===== src/rtl/ifb_pkg.sv =====
// ifb_pkg: shared entry type, default depth and pointer-width helper for the instruction fetch buffer.
package ifb_pkg;
    localparam int IFB_DEPTH_DEFAULT = 16;
    localparam int IFB_DATA_W        = 32;
    localparam int IFB_ADDR_W        = 32;

    typedef struct packed {
        logic [IFB_ADDR_W-1:0] addr;
        logic [IFB_DATA_W-1:0] inst;
    } ifb_entry_t;

    function automatic int ifb_ptr_w(input int depth);
        return $clog2(depth);
    endfunction
endpackage


===== src/rtl/ifb_regfile.sv =====
// ifb_regfile: DEPTH x ifb_entry_t storage, two clocked write ports and two combinational read ports.
module ifb_regfile
    import ifb_pkg::*;
#(
    parameter int DEPTH = IFB_DEPTH_DEFAULT,
    parameter int PW    = ifb_ptr_w(DEPTH)
) (
    input  logic          clk,
    input  logic          i_we1,
    input  logic [PW-1:0] i_wa1,
    input  ifb_entry_t    i_wd1,
    input  logic          i_we2,
    input  logic [PW-1:0] i_wa2,
    input  ifb_entry_t    i_wd2,
    input  logic [PW-1:0] i_ra1,
    output ifb_entry_t    o_rd1,
    input  logic [PW-1:0] i_ra2,
    output ifb_entry_t    o_rd2
);
    ifb_entry_t r_mem [DEPTH];

    always_ff @(posedge clk) begin
        if (i_we1) r_mem[i_wa1] <= i_wd1;
        if (i_we2) r_mem[i_wa2] <= i_wd2;
    end

    assign o_rd1 = r_mem[i_ra1];
    assign o_rd2 = r_mem[i_ra2];
endmodule


===== src/rtl/inst_fetch_buffer.sv =====
// inst_fetch_buffer: dual-issue instruction queue between the ICache and decode.
// Optional IFB_PERF_CNT_EN adds a saturating count of cycles where a push met full_o.
module inst_fetch_buffer
    import ifb_pkg::*;
#(
    parameter int DEPTH  = IFB_DEPTH_DEFAULT,
    parameter int DATA_W = IFB_DATA_W,
    parameter int ADDR_W = IFB_ADDR_W
) (
    input  logic                   clk,
    input  logic                   rst,
    input  logic                   flush_i,
    input  logic                   inst1_valid_i,
    input  logic                   inst2_valid_i,
    input  logic [DATA_W-1:0]      inst1_i,
    input  logic [DATA_W-1:0]      inst2_i,
    input  logic [ADDR_W-1:0]      inst1_addr_i,
    input  logic [ADDR_W-1:0]      inst2_addr_i,
    output logic                   full_o,
    input  logic [1:0]             pop_cnt_i,
    output logic [DATA_W-1:0]      inst1_o,
    output logic [ADDR_W-1:0]      inst1_addr_o,
    output logic                   inst1_valid_o,
    output logic [DATA_W-1:0]      inst2_o,
    output logic [ADDR_W-1:0]      inst2_addr_o,
    output logic                   inst2_valid_o,
    output logic [$clog2(DEPTH):0] count_o
`ifdef IFB_PERF_CNT_EN
   ,output logic [31:0]            perf_full_cycles_o
`endif
);
    localparam int PW = ifb_ptr_w(DEPTH);
    localparam int CW = PW + 1;

    logic [PW-1:0] r_head, r_tail;
    logic [CW-1:0] r_count;
    logic          w_full, w_push1, w_push2;
    logic [1:0]    w_npush, w_pop_req, w_npop;
    ifb_entry_t    w_rd1, w_rd2;

    assign w_full    = r_count >= CW'(DEPTH - 1);
    assign w_push1   = inst1_valid_i & ~w_full & ~flush_i;
    assign w_push2   = w_push1 & inst2_valid_i;
    assign w_npush   = {1'b0, w_push1} + {1'b0, w_push2};
    assign w_pop_req = pop_cnt_i[1] ? 2'd2 : pop_cnt_i;
    assign w_npop    = (r_count < CW'(w_pop_req)) ? r_count[1:0] : w_pop_req;

    always_ff @(posedge clk or negedge rst) begin
        if (!rst) begin
            r_head  <= '0;
            r_tail  <= '0;
            r_count <= '0;
        end else if (flush_i) begin
            r_head  <= '0;
            r_tail  <= '0;
            r_count <= '0;
        end else begin
            r_head  <= r_head + PW'(w_npop);
            r_tail  <= r_tail + PW'(w_npush);
            r_count <= r_count + CW'(w_npush) - CW'(w_npop);
        end
    end

    ifb_regfile #(.DEPTH(DEPTH), .PW(PW)) u_regfile (
        .clk   (clk),
        .i_we1 (w_push1),
        .i_wa1 (r_tail),
        .i_wd1 ({inst1_addr_i, inst1_i}),
        .i_we2 (w_push2),
        .i_wa2 (r_tail + PW'(1)),
        .i_wd2 ({inst2_addr_i, inst2_i}),
        .i_ra1 (r_head),
        .o_rd1 (w_rd1),
        .i_ra2 (r_head + PW'(1)),
        .o_rd2 (w_rd2)
    );

    // Storage is never reset, so data outputs are forced low only while reset is held.
    assign inst1_o       = rst ? w_rd1.inst : '0;
    assign inst1_addr_o  = rst ? w_rd1.addr : '0;
    assign inst2_o       = rst ? w_rd2.inst : '0;
    assign inst2_addr_o  = rst ? w_rd2.addr : '0;
    assign inst1_valid_o = r_count != '0;
    assign inst2_valid_o = r_count > CW'(1);
    assign count_o       = r_count;
    assign full_o        = w_full;

`ifdef IFB_PERF_CNT_EN
    logic [31:0] r_perf;
    always_ff @(posedge clk or negedge rst) begin
        if (!rst) r_perf <= '0;
        else if (w_full && inst1_valid_i && r_perf != '1) r_perf <= r_perf + 32'd1;
    end
    assign perf_full_cycles_o = r_perf;
`endif

    a_no_slot2_alone: assert property (@(posedge clk) disable iff (!rst) !(inst2_valid_i && !inst1_valid_i));
endmodule


===== config.mk =====
export PLATFORM = sky130hd
export DESIGN_NAME = inst_fetch_buffer
export DESIGN_NICKNAME = d
export VERILOG_FILES = /design/src/rtl/ifb_pkg.sv /design/src/rtl/ifb_regfile.sv /design/src/rtl/inst_fetch_buffer.sv
export SDC_FILE = /design/constraint.sdc
export NUM_CORES = 2
export LEC_CHECK = 0
export CAP_MARGIN = 20
export CORE_MARGIN = 2
export CORE_UTILIZATION = 35
export CTS_BUF_LIST = sky130_fd_sc_hd__clkbuf_4 sky130_fd_sc_hd__clkbuf_8
export DETAILED_ROUTE_END_ITERATION = 16
export PLACE_DENSITY = 0.62
export SYNTH_ARGS = -nofsm -noshare
export SYNTH_HDL_FRONTEND = slang
export SYNTH_HIERARCHICAL = 1
export SYNTH_SLANG_ARGS = --single-unit
export TNS_END_PERCENT = 30

===== constraint.sdc =====
create_clock -name clk -period 7.3 [get_ports clk]
set_input_delay 1.46 -clock clk [delete_from_list [all_inputs] [get_ports clk]]
set_output_delay 1.46 -clock clk [all_outputs]
set_load 0.02 [all_outputs]

==> out/metrics.yaml <==
status: "complete, no violations"
syn_inst: 3652
fin_util_pct: 40.2
wl_per_cell_microns: 32.4
clock_skew_ns: 0.0557
setup_viol: 0
cts_setup_buffers: 0
drive_gt1_share_pct: 46.8
start_util_pct: 35.2
die_h_microns: 419
synthToLayoutAreaGrowth_pct: 14.4
synth.area.top_cells: "edfxtp_1 51%, mux4_2 19%, mux2_2 17%"
antenna_found_initial: 35
syn_nets: 3807
yosysTopAreaCellShare_pct: 51.1
cts_sinks: 1037
grt_util_met3_pct: 3.75
grt_overflow: 0
synth-seq-cells: 1037
crit_type: "register to output pin"
drc_errors: 0
portBuffers: 270
yosys-top-cells-count: "1,024 x edfxtp_1, 906 x mux2_2, 512 x mux4_2"
pwr_density_cell_mw_per_mm2: 323
htree_levels: 4
placed_cells: 5832
insertion_delay_ns: 0.93
rsz0062_at_grt: "false"
fmax_mhz: 148
cts_hold_buf: 0
finalHoldViolations: 0
fp.dieW_microns: 419
maxSlewViolCount: 0
crit_fanout: 35
pin_count: 271
yosys.area.top_type: "edfxtp_1"
clk_path_buf_depth: 3
hp-class: "primary input to async pin"
irDropWorstVdd_mv: 0.303
hpwl_mm: 109
worstSetupStartpoint: "r_head[0]"
min_period_ns: 6.77
cts_root_buf: "clkbuf_8"
clk_pin_slew_ns: 0.07
grt_usage_pct: 22.5
drt_first_pass_iters: 5
p_leak_uw: 0.0216
seq_area_frac_synth_pct: 51.6
synthFlopType: "edfxtp_1"
worstPathArrival_ns: 5.31
rows: 152
nNetsFinal: 3943
fin_crit_sh_pct: 92.7
grt_max_degree: 114
synth_most_common_cell: "edfxtp_1"
cts_tree: "yes"
synth_edf_count: 1024
drt-initial-drc-count: 3914
busiest_layer: "met2"
cts_resized: 0
cp-end-kind: "output pin"
fp.coreArea_sq_mm: 0.171
slew_headroom_pct: 20.6
r2r-start: "count_o[2]"
ys_types: 43
avgSynthCellArea_sq_um: 16.5
yosysWarningCount: 6
viasPerCell: 6.05
netlist_area_sq_mm: 0.0602
die-area_sq_mm: 0.175
globalRouteMet1Util_pct: 28.3
num_vias: 37400
grt_pass1_vias: 38800
met2_usage_pct: 38.6
tightest_slew_ns: 1.19
cts_buffers: 187
cap_violations: 0
ys_async_sr_fraction_pct: 1.25
wirelength_mm: 200
drtAntennaViolNets: 0
place.gp.congestion: 0.773
crit_required_ns: 5.84
fin_cells: 6173
grt_pass1_wl_mm: 283
fill_cells: 15700
critPathLaunchType: "register"
## sequential cells by signal (all words and copies together) (netlist names)
signal and flops:
r_head 4, u_regfile/r_mem 1024, count_o 5, r_tail 4
## layer usage
layer	vias to the layer above	part of all wire [%]
met2	1721	51
li1	15300	-
met3	423	6.9
met4	14	3.7
met1	19900	39
met5	-	0.047
## per-stage QoR
step | hold WS [ns] | worst slack [ns] | setup TNS [ns] | power [uW] | instance area (sq um)
floorplan | 0.588 | -0.0931 | -17.86 | 13500 | 60200
global placement | 0.648 | 1.36 | 0 | 17000 | 65300
finish | 0.530 | 0.529 | 0 | 22200 | 68800
detailed placement | 0.663 | 1.35 | 0 | 17100 | 65300
CTS | 0.479 | 0.552 | 0 | 22400 | 68800
global route | 0.509 | 0.435 | 0 | 23200 | 68800
## critical path: stages, from the launching register on
cell             delay [ns]
dfrtp_4                0.80
nand3_1                0.18
xnor2_1                0.56
nor2b_4                0.89
buf_12                 0.41
buf_4                  0.37
a22oi_1                0.15
nand2_1                0.22
and2_1                 0.17
clkdlybuf4s50_1        0.60
## worst paths after layout
kind                                     endpoint  slack, ns  depth (start not counted)
max reg2reg                u_regfile/r_mem[3][33]       2.91                          9
min reg2reg                             r_tail[3]       0.66                          2
min in group clk                        r_tail[3]       0.66                          2
max                                   inst2_o[29]       0.53                          9
min                                     r_tail[0]       0.53                          1
max in group asynchronous               r_head[0]       6.31                          1
## area by class of cell
class                      count  area, sq um  share of cell area, %
antenna                       16         40.0                 0.0582
clock buffer                 252         3110                   4.51
clock inverter                73          402                  0.583
inverter                      15         63.8                 0.0927
multi-input combinational   2184        27600                   40.1
sequential                  1037        31100                   45.2
tap                         2233         2790                   4.06
timing repair buffer         363         3730                   5.41
## cells by family (layout without fill, tap and decap cells)
kind of cell,Yosys count,count (layout),share of synthesized area (%)
AO/OA/AOI/OAI,291,291,3.53
XOR/XNOR,7,7,0.102
adder cells (fa/ha/maj),20,20,0.466
buffers and inverters,431,703,3.06
flip-flops,1037,1037,51.6
multiplexers,1537,1537,38.3
other,0,16,0
AND/OR/NAND/NOR,329,329,2.86
## cells in the final DEF (no fill, tap or decap), types with 14 or more instances in the layout
master and n:
a22oi_1 256, and2_1 128, buf_12 26, buf_4 67, clkbuf_4 58, clkbuf_8 194, clkdlybuf4s50_1 269, clkinv_1 53
diode_2 16, edfxtp_1 1024, ha_1 15, inv_1 14, mux2_1 119, mux2_2 906, mux4_2 512, nand2_1 131
## where the power goes
group	switching [uW]	leakage, uW	internal (uW)
sequential	150	0.00940	6680
combinational	5390	0.0104	4630
clock	2530	0.00185	2840
No activity file was read; power rests on OpenSTA's default activity.
